--- src/rtl/array_wr_ctrl_if.sv ---
// Write frame stream between array_state_ctrl (master) and array_wr_ctrl (slave).
// A beat transfers on any clock edge where valid && ready.
interface array_wr_ctrl_if #(
    parameter int FRAME_WIDTH = 89
) ();
    logic                   valid;
    logic [FRAME_WIDTH-1:0] data;
    logic                   ready;

    modport master (output valid, output data, input ready);
    modport slave  (input valid, input data, output ready);
endinterface

--- src/rtl/array_wr_ctrl.sv ---
// array_wr_ctrl: write-path array sequencer.
// Waits for a start pulse, takes the SOF beat of a write frame, activates the
// addressed row, issues one column write per beat with tRCD/tWR spacing,
// precharges on row change or at end of frame, and pulses array_wr_done.
// Optional: define ARRAY_WR_PARITY_EN to add array_wpar (even parity per
// data byte, registered with array_wdata).
module array_wr_ctrl #(
    parameter int ARRAY_COL_ADDR_WIDTH   = 6,
    parameter int ARRAY_ROW_ADDR_WIDTH   = 16,
    parameter int ARRAY_DATA_WIDTH       = 64,
    parameter int ARRAY_FRAME_DATA_WIDTH = 89,
    parameter int TRCD_CYC               = 4,
    parameter int TWR_CYC                = 2,
    parameter int TRP_CYC                = 3,
    parameter int TIMER_WIDTH            = 8
) (
    input  logic                            clk,
    input  logic                            rst_n,
    input  logic                            array_wr_start,
    array_wr_ctrl_if.slave                  array_wframe,
    output logic                            array_wr_done,
    output logic                            array_row_act,
    output logic [ARRAY_ROW_ADDR_WIDTH-1:0] array_raddr,
    output logic                            array_col_wr,
    output logic [ARRAY_COL_ADDR_WIDTH-1:0] array_caddr,
    output logic [ARRAY_DATA_WIDTH-1:0]     array_wdata,
`ifdef ARRAY_WR_PARITY_EN
    output logic [ARRAY_DATA_WIDTH/8-1:0]   array_wpar,
`endif
    output logic                            array_pre,
    output logic                            array_wr_err
);

    // Frame field positions: {eof, sof, rw, data, row, col}
    localparam int ROW_LSB  = ARRAY_COL_ADDR_WIDTH;
    localparam int DATA_LSB = ROW_LSB + ARRAY_ROW_ADDR_WIDTH;
    localparam int RW_BIT   = DATA_LSB + ARRAY_DATA_WIDTH;
    localparam int SOF_BIT  = RW_BIT + 1;
    localparam int EOF_BIT  = RW_BIT + 2;

    // Timer reload values; a reload of 0 gives a zero-wait transition
    localparam logic [TIMER_WIDTH-1:0] TRCD_LOAD = TIMER_WIDTH'(TRCD_CYC - 1);
    localparam logic [TIMER_WIDTH-1:0] TWR_LOAD  = TIMER_WIDTH'(TWR_CYC - 1);
    localparam logic [TIMER_WIDTH-1:0] TRP_LOAD  = TIMER_WIDTH'(TRP_CYC - 1);

    typedef enum logic [2:0] {
        IDLE,
        WAIT_SOF,
        ACT,
        WR,
        PRE,
        DONE
    } state_t;

    state_t                          state_reg;
    logic [TIMER_WIDTH-1:0]          timer_reg;
    logic                            first_pend_reg;  // SOF beat latched, write not yet issued
    logic                            eof_pend_reg;    // last beat written, precharge pending
    logic                            row_chg_reg;     // current precharge is for a row change
    logic [ARRAY_ROW_ADDR_WIDTH-1:0] next_row_reg;

    // Beat field decode
    logic [ARRAY_COL_ADDR_WIDTH-1:0] beat_col;
    logic [ARRAY_ROW_ADDR_WIDTH-1:0] beat_row;
    logic [ARRAY_DATA_WIDTH-1:0]     beat_data;
    logic                            beat_rw;
    logic                            beat_sof;
    logic                            beat_eof;

    assign beat_col  = array_wframe.data[ROW_LSB-1:0];
    assign beat_row  = array_wframe.data[DATA_LSB-1:ROW_LSB];
    assign beat_data = array_wframe.data[RW_BIT-1:DATA_LSB];
    assign beat_rw   = array_wframe.data[RW_BIT];
    assign beat_sof  = array_wframe.data[SOF_BIT];
    assign beat_eof  = array_wframe.data[EOF_BIT];

`ifdef ARRAY_WR_PARITY_EN
    logic [ARRAY_DATA_WIDTH/8-1:0] beat_par;

    generate
        for (genvar gi = 0; gi < ARRAY_DATA_WIDTH/8; gi++) begin : g_par
            assign beat_par[gi] = ^beat_data[gi*8 +: 8];
        end
    endgenerate
`endif

    logic timer_zero;
    logic beat_bad;
    logic row_match;
    logic ready_int;
    logic accept;
    logic row_change;

    assign timer_zero = (timer_reg == '0);
    // In WR a beat that is not a plain write (rw=0 or a stray SOF) is an error
    assign beat_bad   = !beat_rw || beat_sof;
    assign row_match  = (beat_row == array_raddr);
    assign accept     = array_wframe.valid && ready_int;
    // A good beat for another row, offered when a write could otherwise issue
    assign row_change = array_wframe.valid && (state_reg == WR) && timer_zero &&
                        !first_pend_reg && !eof_pend_reg && !beat_bad && !row_match;

    assign array_wframe.ready = ready_int;

    // Ready depends on state, timer and the offered beat's row, never on valid
    always_comb begin
        ready_int = 1'b0;
        case (state_reg)
            WAIT_SOF: ready_int = 1'b1;
            WR:       ready_int = timer_zero && !first_pend_reg && !eof_pend_reg &&
                                  (row_match || beat_bad);
            default:  ready_int = 1'b0;
        endcase
    end

    // Sequencer FSM with registered array outputs
    always_ff @(posedge clk or negedge rst_n) begin
        if (!rst_n) begin
            state_reg      <= IDLE;
            timer_reg      <= '0;
            first_pend_reg <= 1'b0;
            eof_pend_reg   <= 1'b0;
            row_chg_reg    <= 1'b0;
            next_row_reg   <= '0;
            array_wr_done  <= 1'b0;
            array_row_act  <= 1'b0;
            array_raddr    <= '0;
            array_col_wr   <= 1'b0;
            array_caddr    <= '0;
            array_wdata    <= '0;
`ifdef ARRAY_WR_PARITY_EN
            array_wpar     <= '0;
`endif
            array_pre      <= 1'b0;
            array_wr_err   <= 1'b0;
        end else begin
            array_col_wr  <= 1'b0;
            array_wr_err  <= 1'b0;
            array_wr_done <= 1'b0;

            case (state_reg)
                IDLE: begin
                    first_pend_reg <= 1'b0;
                    eof_pend_reg   <= 1'b0;
                    row_chg_reg    <= 1'b0;
                    if (array_wr_start) begin
                        state_reg <= WAIT_SOF;
                    end
                end

                WAIT_SOF: begin
                    if (accept) begin
                        if (beat_sof && beat_rw) begin
                            // The SOF beat carries data: hold it in the output
                            // registers and strobe it once tRCD has elapsed.
                            array_raddr    <= beat_row;
                            array_row_act  <= 1'b1;
                            array_caddr    <= beat_col;
                            array_wdata    <= beat_data;
`ifdef ARRAY_WR_PARITY_EN
                            array_wpar     <= beat_par;
`endif
                            first_pend_reg <= 1'b1;
                            eof_pend_reg   <= beat_eof;
                            timer_reg      <= TRCD_LOAD;
                            state_reg      <= ACT;
                        end else begin
                            array_wr_err <= 1'b1;
                        end
                    end
                end

                ACT: begin
                    if (timer_zero) begin
                        state_reg <= WR;
                    end else begin
                        timer_reg <= timer_reg - 1'b1;
                    end
                end

                WR: begin
                    if (first_pend_reg) begin
                        if (timer_zero) begin
                            array_col_wr   <= 1'b1;
                            first_pend_reg <= 1'b0;
                            timer_reg      <= TWR_LOAD;
                        end else begin
                            timer_reg <= timer_reg - 1'b1;
                        end
                    end else if (eof_pend_reg) begin
                        // Hold the row open for tWR after the last write
                        if (timer_zero) begin
                            array_row_act <= 1'b0;
                            array_pre     <= 1'b1;
                            timer_reg     <= TRP_LOAD;
                            state_reg     <= PRE;
                        end else begin
                            timer_reg <= timer_reg - 1'b1;
                        end
                    end else if (accept) begin
                        if (beat_bad) begin
                            array_wr_err <= 1'b1;
                        end else begin
                            array_col_wr <= 1'b1;
                            array_caddr  <= beat_col;
                            array_wdata  <= beat_data;
`ifdef ARRAY_WR_PARITY_EN
                            array_wpar   <= beat_par;
`endif
                            eof_pend_reg <= beat_eof;
                            timer_reg    <= TWR_LOAD;
                        end
                    end else if (row_change) begin
                        // Beat stays on the bus and is taken after re-activation
                        next_row_reg  <= beat_row;
                        row_chg_reg   <= 1'b1;
                        array_row_act <= 1'b0;
                        array_pre     <= 1'b1;
                        timer_reg     <= TRP_LOAD;
                        state_reg     <= PRE;
                    end else if (!timer_zero) begin
                        timer_reg <= timer_reg - 1'b1;
                    end
                end

                PRE: begin
                    if (timer_zero) begin
                        array_pre <= 1'b0;
                        if (row_chg_reg) begin
                            row_chg_reg   <= 1'b0;
                            array_raddr   <= next_row_reg;
                            array_row_act <= 1'b1;
                            timer_reg     <= TRCD_LOAD;
                            state_reg     <= ACT;
                        end else begin
                            array_wr_done <= 1'b1;
                            state_reg     <= DONE;
                        end
                    end else begin
                        timer_reg <= timer_reg - 1'b1;
                    end
                end

                DONE: begin
                    state_reg <= IDLE;
                end

                default: begin
                    state_reg <= IDLE;
                end
            endcase
        end
    end

endmodule
--- src/flat_wrapper.sv ---
// flat-port wrapper written by rule: the top's interface ports become plain ports
module array_wr_ctrl_flat 
#(
    parameter int ARRAY_COL_ADDR_WIDTH   = 6,
    parameter int ARRAY_ROW_ADDR_WIDTH   = 16,
    parameter int ARRAY_DATA_WIDTH       = 64,
    parameter int ARRAY_FRAME_DATA_WIDTH = 89,
    parameter int TRCD_CYC               = 4,
    parameter int TWR_CYC                = 2,
    parameter int TRP_CYC                = 3,
    parameter int TIMER_WIDTH            = 8
)
  (clk, rst_n, array_wr_start, array_wr_done, array_row_act, array_raddr, array_col_wr, array_caddr, array_wdata, array_pre, array_wr_err, array_wframe_valid, array_wframe_data, array_wframe_ready);
  array_wr_ctrl_if array_wframe_i ();
  input  logic clk;
  input  logic rst_n;
  input  logic array_wr_start;
  output logic array_wr_done;
  output logic array_row_act;
  output logic [ARRAY_ROW_ADDR_WIDTH-1:0] array_raddr;
  output logic array_col_wr;
  output logic [ARRAY_COL_ADDR_WIDTH-1:0] array_caddr;
  output logic [ARRAY_DATA_WIDTH-1:0] array_wdata;
  output logic array_pre;
  output logic array_wr_err;
  input wire logic [$bits(array_wframe_i.valid)-1:0] array_wframe_valid;
  input wire logic [$bits(array_wframe_i.data)-1:0] array_wframe_data;
  output wire logic [$bits(array_wframe_i.ready)-1:0] array_wframe_ready;
  assign array_wframe_i.valid = array_wframe_valid;
  assign array_wframe_i.data = array_wframe_data;
  assign array_wframe_ready = array_wframe_i.ready;
  array_wr_ctrl #(.ARRAY_COL_ADDR_WIDTH(ARRAY_COL_ADDR_WIDTH), .ARRAY_ROW_ADDR_WIDTH(ARRAY_ROW_ADDR_WIDTH), .ARRAY_DATA_WIDTH(ARRAY_DATA_WIDTH), .ARRAY_FRAME_DATA_WIDTH(ARRAY_FRAME_DATA_WIDTH), .TRCD_CYC(TRCD_CYC), .TWR_CYC(TWR_CYC), .TRP_CYC(TRP_CYC), .TIMER_WIDTH(TIMER_WIDTH)) u_core (.clk(clk), .rst_n(rst_n), .array_wr_start(array_wr_start), .array_wframe(array_wframe_i), .array_wr_done(array_wr_done), .array_row_act(array_row_act), .array_raddr(array_raddr), .array_col_wr(array_col_wr), .array_caddr(array_caddr), .array_wdata(array_wdata), .array_pre(array_pre), .array_wr_err(array_wr_err));
endmodule
--- config.mk ---
export PLATFORM = sky130hd
export DESIGN_NAME = array_wr_ctrl_flat
export DESIGN_NICKNAME = d
export VERILOG_FILES = /design/src/rtl/array_wr_ctrl_if.sv /design/src/rtl/array_wr_ctrl.sv /design/src/flat_wrapper.sv
export SDC_FILE = /design/constraint.sdc
export NUM_CORES = 1
export LEC_CHECK = 0
export CORE_ASPECT_RATIO = 1.1
export CORE_MARGIN = 2
export CORE_UTILIZATION = 48
export CTS_CLUSTER_SIZE = 20
export DETAILED_ROUTE_END_ITERATION = 10
export PLACE_DENSITY_LB_ADDON = 0.08
export SYNTH_ARGS = -nofsm -noshare
export SYNTH_HDL_FRONTEND = slang
export SYNTH_SLANG_ARGS = --single-unit
--- constraint.sdc ---
create_clock -name clk -period 6.2 [get_ports clk]
set_input_delay 1.24 -clock clk [delete_from_list [all_inputs] [get_ports clk]]
set_output_delay 1.24 -clock clk [all_outputs]
set_load 0.02 [all_outputs]
# Word level (Yosys, flattened, before mapping)
# Index checks and enable logic that the tools add are counted.
# totals
register_bits	121
latchBits	0
mem_bits_rw	0
mem_bits_ro	0
in_bits	93
output_inout_bits	92
wordCells	167
mem_count	0
# classes
add_sub_neg	1
mul	0
div	0
order_cmp	0
n_eq_ne	22
n_shift	0
n_mux	90
bitwise_logic	3
n_reduce_logical	37
# op_table
cell	count
two-way mux 64 bit	6
one-hot mux 64 bit (2 select lines)	1
two-way mux 8 bit	12
two-way mux 16 bit	4
two-way mux 1 bit	39
two-way mux 6 bit	6
two-way mux 3 bit	11
one-hot mux 16 bit (2 select lines)	1
one-hot mux 8 bit (4 select lines)	1
AND reduction 9 bit	2
== test 16 bit	1
one-hot mux 3 bit (5 select lines)	1
AND reduction 5 bit	3
!= test 2 x 1 -> 1 bit (second input constant)	7
one-hot mux 1 bit (3 select lines)	4
one-hot mux 6 bit (2 select lines)	1
AND reduction 6 bit	2
logical AND 1 bit	11
!= test 2 bit (second input constant)	5
nonzero test 3 bit	3
zero test 8 bit	1
subtractor 8 x 1 -> 8 bit (second input constant)	1
AND reduction 7 bit	1
== test 3 x 2 -> 1 bit (second input constant)	2
other kinds (15)	27

# Logic depth before layout (Yosys ltp)
# logic_depth
depth_word	12
ltp_mapped	10
depth_no_buf	10

# Worst setup path after synthesis
# OpenSTA, ideal clock, no wires.
# synth_timing
path_type	input-to-output
from	in array_wframe_data[13]
to	out array_wframe_ready
t_arrival_ns	2.229
t_required_ns	4.960
slack_ns	2.731
cell_stages	6
path_buffers	0
cell_sequence	xor2_1 nor4_1 nand4_1 nand2_1 nand2_1 nand2_1
# synth_via
elab_chain_cells	4
# synth_lines
item	line	rtl
start, declared	flat_wrapper.sv:27	input wire logic [$bits(array_wframe_i.data)-1:0] array_wframe_data;
== test 16 bit	array_wr_ctrl.sv:97	assign row_match = (beat_row == array_raddr);
logical OR 1 bit	array_wr_ctrl.sv:111	(row_match || beat_bad);
logical AND 1 bit	array_wr_ctrl.sv:110	WR: ready_int = timer_zero && !first_pend_reg && !eof_pend_reg &&
one-hot mux 1 bit (2 select lines)	array_wr_ctrl.sv:108	case (state_reg)
end, declared	flat_wrapper.sv:28	output wire logic [$bits(array_wframe_i.ready)-1:0] array_wframe_ready;
# Every way passes these cells.

# Worst setup path in the final report
# layout_timing
from	in array_wframe_data[18]
to	out array_wframe_ready
# The elaborated chain is that of the path after synthesis.

==> flow_summary.ini <==
[die]
die_y_um = 115
fp.dieW_um = 105
ios = 185
core-area_um2 = 10900
start_util = 0.494
die_area_um2 = 12100
rows = 40

[cts]
clk_pin_slew_ns = 0.05
ctsRootBufferMaster = clkbuf_16
numCtsBuffers = 17
clkLatencyLatePin_ns = 0.40
clockBufferDepth = 2
post_cts_resized = 0
cts_setup_buffers = 0
cts_tree = built
cts_hold_buffers = 0
clock_sinks = 121
htree_levels = 4

[power]
clockPowerShare = 0.221
p_int_mw = 2.70
p_sw_mw = 1.52
power_leakage_nw = 3.36
sequentialPowerShare = 0.321
peakVddDrop_v = 0.000284
power.density_nw_per_um2 = 535
p_comb_frac = 0.458
p_sw_frac = 0.360

[setup_path]
end_kind = output pin
path_max_fanout = 5
crit_slowest_cell = clkdlybuf4s50_1
worstSetupStartpointType = input port
critPathMaxStageDelay_ns = 0.60
worstPathRequired_ns = 4.96
cpMostUsedCell = nand2_1
crit_type = input port to output pin
crit_path_cell_trace = clkdlybuf4s50_1 > xor2_1 > nor4_1 > nand4_1 > nand2_1 > nand2_1 > nand2_1 > clkdlybuf4s50_1
arrival_ns = 3.50

[sta]
fmax_ghz = 0.211
finalSetupTns_ns = 0
slew_headroom = 0.280
min_period_over_period = 0.765
tightest_slew_ns = 1.08
setup_viol = 0
finalMaxSlewViolations = 0
rsz0062_at_grt = false
hold_viol = 0
layout_min_cycle_time_ns = 4.74
fin_skew_ns = 0.00855
fin_ws_ns = 1.46

[logic_synthesis]
ys.flop_type = dfrtp_1
ys_async_sr_fraction = 1.00
seq_area_frac_synth = 0.562
synth_edf_count = 0
ys_warn_count = 0
yosysTopAreaCell = dfrtp_1
synth_seq_cells = 121
yosysUniqueCellTypes = 45
synthesis.nets = 523
synth_top_area_frac = 0.562
netlist_instances = 427
synth_area_leaders = dfrtp_1 56%, mux2_2 17%, a21oi_1 3.1%
syn_avg_cell_area_um2 = 12.6
netlist_area_um2 = 5390
yosysMostFrequentCell = dfrtp_1
synth_common_cells = 121 x dfrtp_1, 81 x mux2_2, 44 x nor2_1

[status]
outcome = completed

[grt]
grt_pass1_vias = 4296
grt_use_total = 0.230
grt_overflow_total = 0
grt_pass1_wl_um = 21700
grt_start_max_net_pins = 81
antenna_found_initial = 0

[worst_hold_path]
hp-class = flip-flop to flip-flop

[finish]
syn2layout_area_growth_pct = 46.4
fin_cells = 772
final_util = 0.723
n_antenna_cell = 0
fin_area_um2 = 7890
nNetsFinal = 708
largest_reg_flops = 64
drive_above_1_share = 0.211

[placement]
io_buffers = 184
place_hpwl_um = 9390
dpl.cell_count = 740
placed_cell_area_um2 = 7330
place_ws_ns = 1.44
gp_congestion = 0.809

[job]
max_cap_violations = 0

[drt]
vias = 4023
wire_per_inst_um = 17.5
first_pass_iters = 4
routed_wirelength_um = 13500
drt_iter0_drc = 176
drc_errors = 0
via_per_inst = 5.21
final_antenna_net_count = 0
## through the flow
stage	hold WS, ns	power, mW
floorplan	0.464	2.44
global placement	0.486	3.24
detailed placement	0.492	3.29
CTS	0.504	4.25
global route	0.516	4.45
finish	0.502	4.22
## layer usage
layer / GRT usage / wire length, um / vias to the layer above
met5: 0 / 0 / -
met4: 0.0889 / 279 / 0
met3: 0.0794 / 938 / 20
met2: 0.394 / 7080 / 148
met1: 0.268 / 5200 / 1968
li1: - / - / 1887
## area by class of cell
type / count / area [um^2]
sequential: 121 / 3030
fill: 799 / 3020
multi-input combinational: 276 / 2210
timing repair buffer: 190 / 1880
clock buffer: 20 / 437
tap: 147 / 184
clock inverter: 12 / 128
inverter: 6 / 22.5
## kinds of logic after synthesis
| family | share of synthesized area |
|---|---|
| DFF | 0.562 |
| adders and majority gates | 0.00697 |
| muxes | 0.216 |
| and+or+nand+nor | 0.0831 |
| AOI/OAI and AO/OA | 0.0664 |
| xor gates and xnor gates | 0.0341 |
| buffers and inverters | 0.0316 |
## layout by cell type (no fill, tap or decap), types with 3 or more instances in the layout
cell / n
clkinv_4: 4
nand2_1: 12
a21oi_1: 33
xor2_1: 16
buf_4: 7
mux2i_1: 16
clkbuf_1: 3
clkdlybuf4s50_1: 183
nor2_1: 44
mux2_2: 81
nor4_1: 7
mux2_4: 6
clkbuf_16: 17
clkinv_2: 5
xnor2_1: 5
ha_1: 3
o21ai_0: 8
inv_1: 5
nor2b_1: 4
nand4_1: 3
dfrtp_1: 121
## critical path: cells and delay by family
family        cells  cell delay, ns
buf+inv           2            1.06
simple gates      5            1.03
xor+xnor          1            0.17
## final timing paths
check,from,to,slack (ns),cells past startpoint
worst min-delay path,u_core.array_wdata[47],u_core.array_wdata[47],0.50,1
worst max-delay path,array_wframe_data[18],array_wframe_ready,1.46,8
min in group asynchronous,rst_n,u_core.array_wr_done,1.00,1
worst min register to register,u_core.array_wdata[47],u_core.array_wdata[47],0.50,1
worst max register to register,u_core.state_reg[1],u_core.array_wdata[45],2.72,6
max in group asynchronous,rst_n,u_core.timer_reg[1],4.03,2
## power groups by stage
stage	Sequential, mW	Clock (mW)	Combinational [mW]
floorplan	1.67	0	0.772
global placement	1.34	0	1.90
detailed placement	1.36	0	1.93
CTS	1.36	0.947	1.95
global route	1.40	0.991	2.06
finish	1.36	0.933	1.93
No activity file was read; power rests on OpenSTA's default activity.
